## config.mk

```make
export PLATFORM = sky130hd
export DESIGN_NAME = cpu_divide_seq
export DESIGN_NICKNAME = d
export VERILOG_FILES = /design/src/rtl/cpu_divide_seq.sv
export SDC_FILE = /design/constraint.sdc
export NUM_CORES = 1
export LEC_CHECK = 0
export ABC_AREA = 1
export CAP_MARGIN = 20
export CORE_ASPECT_RATIO = 1.5
export CORE_MARGIN = 5
export CORE_UTILIZATION = 60
export CTS_CLUSTER_DIAMETER = 150
export DETAILED_ROUTE_END_ITERATION = 8
export PLACE_DENSITY = 0.85
export SETUP_SLACK_MARGIN = 0.4
export SLEW_MARGIN = 30
export SYNTH_ARGS = -nofsm -noshare
export SYNTH_HDL_FRONTEND = slang
export SYNTH_SLANG_ARGS = --single-unit
```

## constraint.sdc

```tcl
create_clock -name clk_i -period 6.1 [get_ports clk_i]
set_input_delay 1.22 -clock clk_i [delete_from_list [all_inputs] [get_ports clk_i]]
set_output_delay 1.22 -clock clk_i [all_outputs]
set_load 0.03 [all_outputs]
```

## src/rtl/cpu_divide_seq.sv

```systemverilog
// Multi-cycle signed/unsigned divide and modulo sequencer (radix-2 restoring, WIDTH iterations).
// Optional build macro MOXIE_DIV_ZERO_TRAP_EN adds div_zero_o and suppresses writeback on a zero divisor.
module cpu_divide_seq #(
    parameter int unsigned WIDTH = 32,
    parameter int unsigned CNT_W = 6
) (
    input  logic             clk_i,
    input  logic             rst_i,
    input  logic             start_i,
    input  logic [1:0]       op_sel_i,
    input  logic [WIDTH-1:0] dividend_i,
    input  logic [WIDTH-1:0] divisor_i,
    input  logic [3:0]       register_write_index_i,
    input  logic             flush_i,
`ifdef MOXIE_DIV_ZERO_TRAP_EN
    output logic             div_zero_o,
`endif
    output logic             stall_o,
    output logic             done_o,
    output logic [WIDTH-1:0] result_o,
    output logic [3:0]       register_write_index_o,
    output logic             register_write_enable_o
);

    typedef enum logic [2:0] {
        IDLE = 3'd0,
        PREP = 3'd1,
        ITER = 3'd2,
        FIX  = 3'd3,
        DONE = 3'd4
    } state_t;

    state_t           state_q, state_d;
    logic [CNT_W-1:0] cnt_q, cnt_d;
    logic [1:0]       op_q, op_d;
    logic [3:0]       idx_q, idx_d;
    logic [WIDTH-1:0] div_q, div_d;
    logic [WIDTH-1:0] rem_q, rem_d;
    logic [WIDTH-1:0] quo_q, quo_d;
    logic             qneg_q, qneg_d;
    logic             rneg_q, rneg_d;
    logic [WIDTH-1:0] result_q, result_d;
    logic [3:0]       idx_out_q, idx_out_d;
    logic             done_q, done_d;
    logic             we_q, we_d;
`ifdef MOXIE_DIV_ZERO_TRAP_EN
    logic             dz_q, dz_d;
    logic             div_zero_q, div_zero_d;
`endif

    logic [WIDTH:0]   rem_sh;
    logic [WIDTH-1:0] diff;
    logic             borrow;
    logic             is_signed;
    logic [WIDTH-1:0] mag_a, mag_b, q_fix, r_fix;

    always_comb begin
        state_d   = state_q;
        cnt_d     = cnt_q;
        op_d      = op_q;
        idx_d     = idx_q;
        div_d     = div_q;
        rem_d     = rem_q;
        quo_d     = quo_q;
        qneg_d    = qneg_q;
        rneg_d    = rneg_q;
        result_d  = result_q;
        idx_out_d = idx_out_q;
        done_d    = done_q;
        we_d      = we_q;
`ifdef MOXIE_DIV_ZERO_TRAP_EN
        dz_d       = dz_q;
        div_zero_d = div_zero_q;
`endif

        // During PREP the raw operands sit in quo_q (dividend) and div_q (divisor).
        is_signed = ~op_q[0];
        mag_a     = (is_signed && quo_q[WIDTH-1]) ? (~quo_q + WIDTH'(1)) : quo_q;
        mag_b     = (is_signed && div_q[WIDTH-1]) ? (~div_q + WIDTH'(1)) : div_q;

        // Difference only kept when no borrow, so it always fits in WIDTH bits.
        rem_sh = {rem_q, quo_q[WIDTH-1]};
        borrow = rem_sh < {1'b0, div_q};
        diff   = rem_sh[WIDTH-1:0] - div_q;

        q_fix = qneg_q ? (~quo_q + WIDTH'(1)) : quo_q;
        r_fix = rneg_q ? (~rem_q + WIDTH'(1)) : rem_q;

        unique case (state_q)
            IDLE: begin
                if (start_i && !flush_i) begin
                    op_d    = op_sel_i;
                    quo_d   = dividend_i;
                    div_d   = divisor_i;
                    idx_d   = register_write_index_i;
                    state_d = PREP;
                end
            end
            PREP: begin
                cnt_d = CNT_W'(WIDTH);
                rem_d = '0;
                if (div_q == '0) begin
                    quo_d  = '1;
                    rem_d  = quo_q;
                    qneg_d = 1'b0;
                    rneg_d = 1'b0;
`ifdef MOXIE_DIV_ZERO_TRAP_EN
                    dz_d = 1'b1;
`endif
                    state_d = FIX;
                end else begin
                    quo_d  = mag_a;
                    div_d  = mag_b;
                    qneg_d = is_signed & (quo_q[WIDTH-1] ^ div_q[WIDTH-1]);
                    rneg_d = is_signed & quo_q[WIDTH-1];
`ifdef MOXIE_DIV_ZERO_TRAP_EN
                    dz_d = 1'b0;
`endif
                    state_d = ITER;
                end
                if (flush_i) state_d = IDLE;
            end
            ITER: begin
                if (borrow) begin
                    rem_d = rem_sh[WIDTH-1:0];
                    quo_d = {quo_q[WIDTH-2:0], 1'b0};
                end else begin
                    rem_d = diff;
                    quo_d = {quo_q[WIDTH-2:0], 1'b1};
                end
                cnt_d = cnt_q - CNT_W'(1);
                if (cnt_q == CNT_W'(1)) state_d = FIX;
                if (flush_i) state_d = IDLE;
            end
            FIX: begin
                if (flush_i) begin
                    state_d = IDLE;
                end else begin
                    result_d  = op_q[1] ? r_fix : q_fix;
                    idx_out_d = idx_q;
                    done_d    = 1'b1;
`ifdef MOXIE_DIV_ZERO_TRAP_EN
                    we_d       = ~dz_q;
                    div_zero_d = dz_q;
`else
                    we_d = 1'b1;
`endif
                    state_d = DONE;
                end
            end
            DONE: begin
                done_d = 1'b0;
                we_d   = 1'b0;
`ifdef MOXIE_DIV_ZERO_TRAP_EN
                div_zero_d = 1'b0;
`endif
                state_d = IDLE;
            end
            default: state_d = IDLE;
        endcase
    end

    always_ff @(posedge clk_i or posedge rst_i) begin
        if (rst_i) begin
            state_q   <= IDLE;
            cnt_q     <= '0;
            op_q      <= '0;
            idx_q     <= '0;
            div_q     <= '0;
            rem_q     <= '0;
            quo_q     <= '0;
            qneg_q    <= 1'b0;
            rneg_q    <= 1'b0;
            result_q  <= '0;
            idx_out_q <= '0;
            done_q    <= 1'b0;
            we_q      <= 1'b0;
`ifdef MOXIE_DIV_ZERO_TRAP_EN
            dz_q       <= 1'b0;
            div_zero_q <= 1'b0;
`endif
        end else begin
            state_q   <= state_d;
            cnt_q     <= cnt_d;
            op_q      <= op_d;
            idx_q     <= idx_d;
            div_q     <= div_d;
            rem_q     <= rem_d;
            quo_q     <= quo_d;
            qneg_q    <= qneg_d;
            rneg_q    <= rneg_d;
            result_q  <= result_d;
            idx_out_q <= idx_out_d;
            done_q    <= done_d;
            we_q      <= we_d;
`ifdef MOXIE_DIV_ZERO_TRAP_EN
            dz_q       <= dz_d;
            div_zero_q <= div_zero_d;
`endif
        end
    end

    assign stall_o = ((state_q == IDLE) && start_i) ||
                     (state_q == PREP) || (state_q == ITER) || (state_q == FIX);
    assign done_o                  = done_q;
    assign result_o                = result_q;
    assign register_write_index_o  = idx_out_q;
    assign register_write_enable_o = we_q;
`ifdef MOXIE_DIV_ZERO_TRAP_EN
    assign div_zero_o = div_zero_q;
`endif

endmodule

```

==> impl_metrics.tcl, run 1 <==
set metrics [dict create \
    regToRegSetupSlack_ns 2.75 \
    ir_worst_vdd_mv 0.419 \
    drtIter0Drc 1462 \
    p_seq_share_pct 21.8 \
    yosys_warnings 0 \
    die_w_um 130 \
    initial_core_util_pct 60.5 \
    first_pass_iters 7 \
    worst_path_most_repeated_cell "clkdlybuf4s50_1" \
    antenna_cells 0 \
    grt_max_degree 106 \
    cts_sinks 150 \
    synth-async-reset-ratio_pct 100 \
    viasPerCell 6.03 \
    crit_path_start_kind "primary input" \
    crit_arrival_ns 2.55 \
    ys_seq_area_share_pct 28.8 \
    ys_top_cells_by_count "nand2_1, inv_1, nor2_1" \
    slew_viol_final 0 \
    synth_top_area_cell "dfrtp_1" \
    syn-cell-area_um2 13000 \
    grt_pass1_wl_um 74900 \
    cts_tree "done" \
    crit_path_top_delay_cell "clkdlybuf4s50_1" \
    cts_buffers 17 \
    critical_path_buf_inv_count 3 \
    coreArea_um2 21600 \
    period_needed_ns 3.77 \
    slew_headroom_pct 37.6 \
    worst_path_largest_cell_delay_ns 0.69 \
    fin_skew_ns 0.0116 \
    status "finished clean" \
    swShare_pct 56.8 \
    final_nets 2201 \
    synth_top_area_share_pct 28.8 \
    drc 0 \
    track_usage_pct 38.9 \
    yosys.cell_types.count 55 \
    hold_depth 2 \
    multi_input_area_um2 7840 \
    hold_violations 0 \
    hold_start "idx_q[1]" \
    reg2regPathDepth 12 \
    synth_most_common_cell "nand2_1" \
    intPower_mw 4.02 \
    cp_max_fo 2 \
    setup_viol 0 \
    r2r_start "div_q[28]" \
    ys_seq_elements 150 \
    seq_area_um2 3750 \
    synth-main-ff-cell "dfrtp_1" \
    clockRootBuffer "clkbuf_16" \
    avgSynthCellArea_um2 6.42 \
    ctsResizeCount 0 \
    post_drt_wl_per_cell_um 20.1 \
    cts_hold_buf 0 \
    wirelength_um 47800 \
    worst_pin_slew_ns 0.935 \
    p_per_area_nw_per_um2 631 \
    rows 66 \
    cts_setup_buffers 0 \
    power_frac_comb_pct 66.1 \
    dieArea_um2 24800 \
    crit_path_cell_trace "clkdlybuf4s50_1 > inv_1 > a21oi_1 > clkdlybuf4s50_1" \
    clock_path_buffers 2 \
    ys_top_cells_by_area "dfrtp_1, nand2_1, inv_1, nand3_1, nor2_1" \
    via_count 14300 \
    place_congestion 1.08 \
    path_class "primary input to primary output" \
    area_growth_pct 13.1 \
    n_fill_cell 1918 \
    cp_data_required_time_ns 4.88 \
    clkLatencyLatePin_ns 0.45 \
    p_sw_mw 5.29 \
    crit_family "buffers and inverters" \
    fin_util_pct 68.4 \
    overflow 0 \
    setup.worst_path.end_class "primary output" \
    die_height_um 191 \
    syn_nets 2141 \
    synth-edff-count 0 \
    final_layout_size_suffix_gt1_share_pct 6.42 \
    maxCapViolCount 0 \
    hp-class "register to register" \
    pwr-share-clk_pct 12.1 \
    fmax_mhz 265 \
    syn_inst 2029 \
    clk_pin_slew_ns 0.07 \
    rsz0062_at_grt "false" \
    grt_pass1_vias 14000 \
    top_level_ports 113 \
    antenna_left 0 \
    min_period_over_period_pct 61.8 \
    worst_r2r_endpoint "rem_q[20]" \
    holdPathEnd "register_write_index_o[1]" \
    tns_ns 0 \
    htreeDepth 4 \
    hpwl_um 36300 \
    port_buffers 112 \
    antenna_found_initial 0 \
    power_leakage_nw 7.26 \
]
-- worst reg2reg max path: stages, from the launching register on --
cell	delay, ns
dfrtp_1	0.41
inv_1	0.11
ha_1	0.41
a21oi_1	0.29
o21ai_0	0.26
nand2_1	0.12
nand2_1	0.07
a21oi_2	0.50
nand2_4	0.40
nand2_2	0.34
o21ai_0	0.15
o21ai_1	0.11
nand2_1	0.06
-- cell usage in the layout, fill, tap and decap left out, drive strengths merged, types with 3 or more instances in the layout --
cell type      count
nor3              27
xnor2             16
o21ai            181
o21bai             5
nand3            191
o21a               3
nand3b             4
mux2i              5
clkdlybuf4s50    112
nand4             28
buf                9
nand2            583
dfrtp            150
clkinv             4
xor2              23
ha                37
inv              274
mux2               4
nor2             206
a31oi             16
o22ai             21
clkbuf            17
a22oi             27
a21oi            123
and2               8
o211ai             9
a21o               4
-- registers in the layout (all words and copies together) (netlist names), 2 cells and up --
register / count
cnt_q: 6
result_o: 32
div_q: 32
quo_q: 32
op_q: 2
idx_q: 4
rem_q: 32
register_write_index_o: 4
state_q: 3
-- power by group through the flow --
stage          logic (mW)  registers, mW  clock network, mW
2_1_floorplan        4.19           2.06                  0
4_1_cts              6.03           2.00               1.13
3_3_place_gp         5.89           1.99                  0
3_5_place_dp         5.98           2.01                  0
5_1_grt              6.76           2.07               1.17
6_report             6.15           2.02               1.13
-- layer usage --
metal / track usage (%) / wire length (µm)
met1: 44.0 / 16900
met2: 64.5 / 23000
met3: 5.97 / 3450
met4: 30.2 / 4470
met5: 0 / 0
-- cells by family after synthesis --
group | share of synthesized area [%]
simple gates | 35.6
compound gates | 17.5
buf+inv | 11.1
flops | 28.8
xor+xnor | 2.62
fa+ha+maj | 3.71
mux | 0.729
-- cell type report --
class | count | share of cell area (%)
Tap cell | 272 | 2.31
Multi-Input combinational cell | 1532 | 53.1
Clock inverter | 15 | 1.29
Clock buffer | 17 | 2.88
Sequential cell | 150 | 25.5
Timing Repair Buffer | 121 | 8.06
Inverter | 267 | 6.86
-- how the worst max path moves through the flow --
stage | from | to | depth (start not counted)
floorplan | rst_i | cnt_q[0] | 1
global placement | start_i | stall_o | 4
detailed placement | start_i | stall_o | 4
CTS | start_i | stall_o | 4
global route | start_i | stall_o | 4
finish | start_i | stall_o | 4
-- per-stage QoR --
stage / total power [mW] / hold WS (ns) / worst slack [ns] / instance area [µm²] / instances
final: 9.30 / 0.468 / 2.33 / 14700 / 2374
after CTS: 9.16 / 0.472 / 2.33 / 14700 / 2374
after floorplan: 6.24 / 0.444 / 0.844 / 13000 / 2029
after detailed placement: 7.99 / 0.455 / 2.34 / 14100 / 2342
after global routing: 10.0 / 0.490 / 2.30 / 14700 / 2374
after global placement: 7.88 / 0.450 / 2.34 / 14100 / 2342
No activity file was read; power rests on OpenSTA's default activity.
==> run 2: changes to the inputs <==
- clock period: 6.1 -> 3.71 ns (I/O delays scaled with it)
==> run 2 against run 1 <==
Net effect:
- clock-buffer cell count is the same
- worst hold slack gained 0.016 ns
- critical path depth rose by 10
- global-route usage is 2.3 points higher
- worst setup slack got worse by 1.7 ns
- cell count up 0.38%
- register-to-register slack lost 2.2 ns
- combinational power rose by 71%
- wire length up 5.5%
- flip-flop and latch count is the same
- final area up 0.68%
- largest cell class unchanged
- largest power group unchanged
==> impl_metrics.tcl, run 2 (synthesized netlist as in run 1, its figures left out) <==
set metrics [dict create \
    fin_cells 2383 \
    cts_tree "done" \
    power_frac_comb_pct 66.7 \
    fin_skew_ns 0.0107 \
    area_growth_pct 13.9 \
    clk_pin_slew_ns 0.07 \
    multi_input_area_um2 7840 \
    slew_viol_final 0 \
    cts_setup_buffers 0 \
    overflow 0 \
    first_pass_iters 6 \
    holdWs_ns 0.484 \
    cts_hold_buf 0 \
    maxCapViolCount 0 \
    intPower_mw 6.72 \
    cts_buffers 17 \
    ctsResizeCount 0 \
    drtIter0Drc 1368 \
    p_seq_share_pct 21.2 \
    worst_path_most_repeated_cell "nand2_1" \
    p_per_area_nw_per_um2 1060 \
    fmax_mhz 321 \
    drt-met1-wl_um 17200 \
    met2_length_um 24200 \
    top_layer_used "met4" \
    dp_cells 2351 \
    htreeDepth 4 \
    seq_area_um2 3750 \
    met3WireLength_um 4070 \
    critical_path_buf_inv_count 2 \
    place_congestion 1.20 \
    drc 0 \
    grt_max_degree 118 \
    coreArea_um2 21600 \
    ir_worst_vdd_mv 0.656 \
    hold_violations 0 \
    power_leakage_nw 7.31 \
    hp-class "register to register" \
    worst_path_largest_cell_delay_ns 0.45 \
    port_buffers 112 \
    fin_util_pct 68.9 \
    final_nets 2210 \
    wirelength_um 50400 \
    viasPerCell 6.05 \
    track_usage_pct 41.2 \
    cp_data_required_time_ns 4.04 \
    worst_pin_slew_ns 0.881 \
    antenna_found_initial 0 \
    hpwl_um 38600 \
    crit_path_cell_trace "inv_1 > ha_1 > nand2_1 > nor2_2 > inv_1 > nor3_2 > and2_1 > nand2_2 > nand2_4 > nand2_2 > nand2_1 > nand2_1 > nand2_1 > nand2_1" \
    die_w_um 130 \
    final_cell_mix "nand2_1, inv_1, nor2_1" \
    min_period_over_period_pct 83.9 \
    tns_ns 0 \
    path_class "register to register" \
    clockRootBuffer "clkbuf_16" \
    top_level_ports 113 \
    crit_path_start_kind "register" \
    grt_pass1_vias 14000 \
    rsz0062_at_grt "false" \
    cts_sinks 150 \
    final_common_cell "nand2_1" \
    post_drt_wl_per_cell_um 21.1 \
    die_height_um 191 \
    dieArea_um2 24800 \
    clkLatencyLatePin_ns 0.45 \
    final_layout_size_suffix_gt1_share_pct 6.82 \
    crit_family "simple AND/OR/NAND/NOR gates" \
    p_total_mw 15.7 \
    pwr-share-clk_pct 12.2 \
    swShare_pct 57.3 \
    p_sw_mw 9.00 \
    setup.worst_path.end_class "register" \
    crit_arrival_ns 3.45 \
    via_count 14400 \
    setup_viol 0 \
    grt_pass1_wl_um 77900 \
    n_fill_cell 1855 \
    rows 66 \
    crit_path_top_delay_cell "ha_1" \
    slew_headroom_pct 41.2 \
    period_needed_ns 3.11 \
    antenna_cells 0 \
    status "finished clean" \
    antenna_left 0 \
    clock_path_buffers 2 \
    cp_max_fo 44 \
    initial_core_util_pct 60.5 \
]
## run 2: worst reg2reg max path, delay by kind of cell, from the launching register on
kind                       cells  cell delay [ns]
adders and majority gates      1             0.45
buffers and inverters          2             0.28
DFF                            1             0.39
and+or+nand+nor               11             1.87
## run 2: routing by layer
metal / GRT usage [%] / up-vias
met4: 33.1 / 0
met1: 44.1 / 6638
met3: 9.78 / 229
met5: 0 / -
met2: 68.1 / 776
li1: - / 6771
## run 2: path summary, 6_finish.rpt
kind	start	to	slack, ns	cells after the start
worst max-delay path	div_q[22]	rem_q[30]	0.60	14
worst min-delay path	register_write_index_o[3]	register_write_index_o[3]	0.48	2
worst max register to register	div_q[22]	rem_q[30]	0.60	14
worst min register to register	register_write_index_o[3]	register_write_index_o[3]	0.48	2
max in group asynchronous	rst_i	quo_q[28]	2.34	3
min in group asynchronous	rst_i	div_q[20]	0.80	3
## run 2: power groups by stage
stage          Clock, mW  Combinational [mW]  Sequential [mW]
2_1_floorplan          0                6.88             3.38
3_3_place_gp           0                9.93             3.27
3_5_place_dp           0                10.1             3.30
4_1_cts             1.92                10.2             3.27
5_1_grt             1.99                11.4             3.39
6_report            1.91                10.5             3.33
## run 2: metrics by stage
stage	area [µm²]	worst slack, ns
floorplan	13000	1.08
global placement	14200	0.727
detailed placement	14200	0.714
CTS	14800	0.678
global route	14800	0.442
finish	14800	0.598
## run 2: layout make-up
cell class	instances	area share, %
Clock buffer	17	2.87
Clock inverter	15	1.44
Inverter	267	6.79
Multi-Input combinational cell	1532	52.8
Sequential cell	150	25.3
Tap cell	272	2.29
Timing Repair Buffer	130	8.54
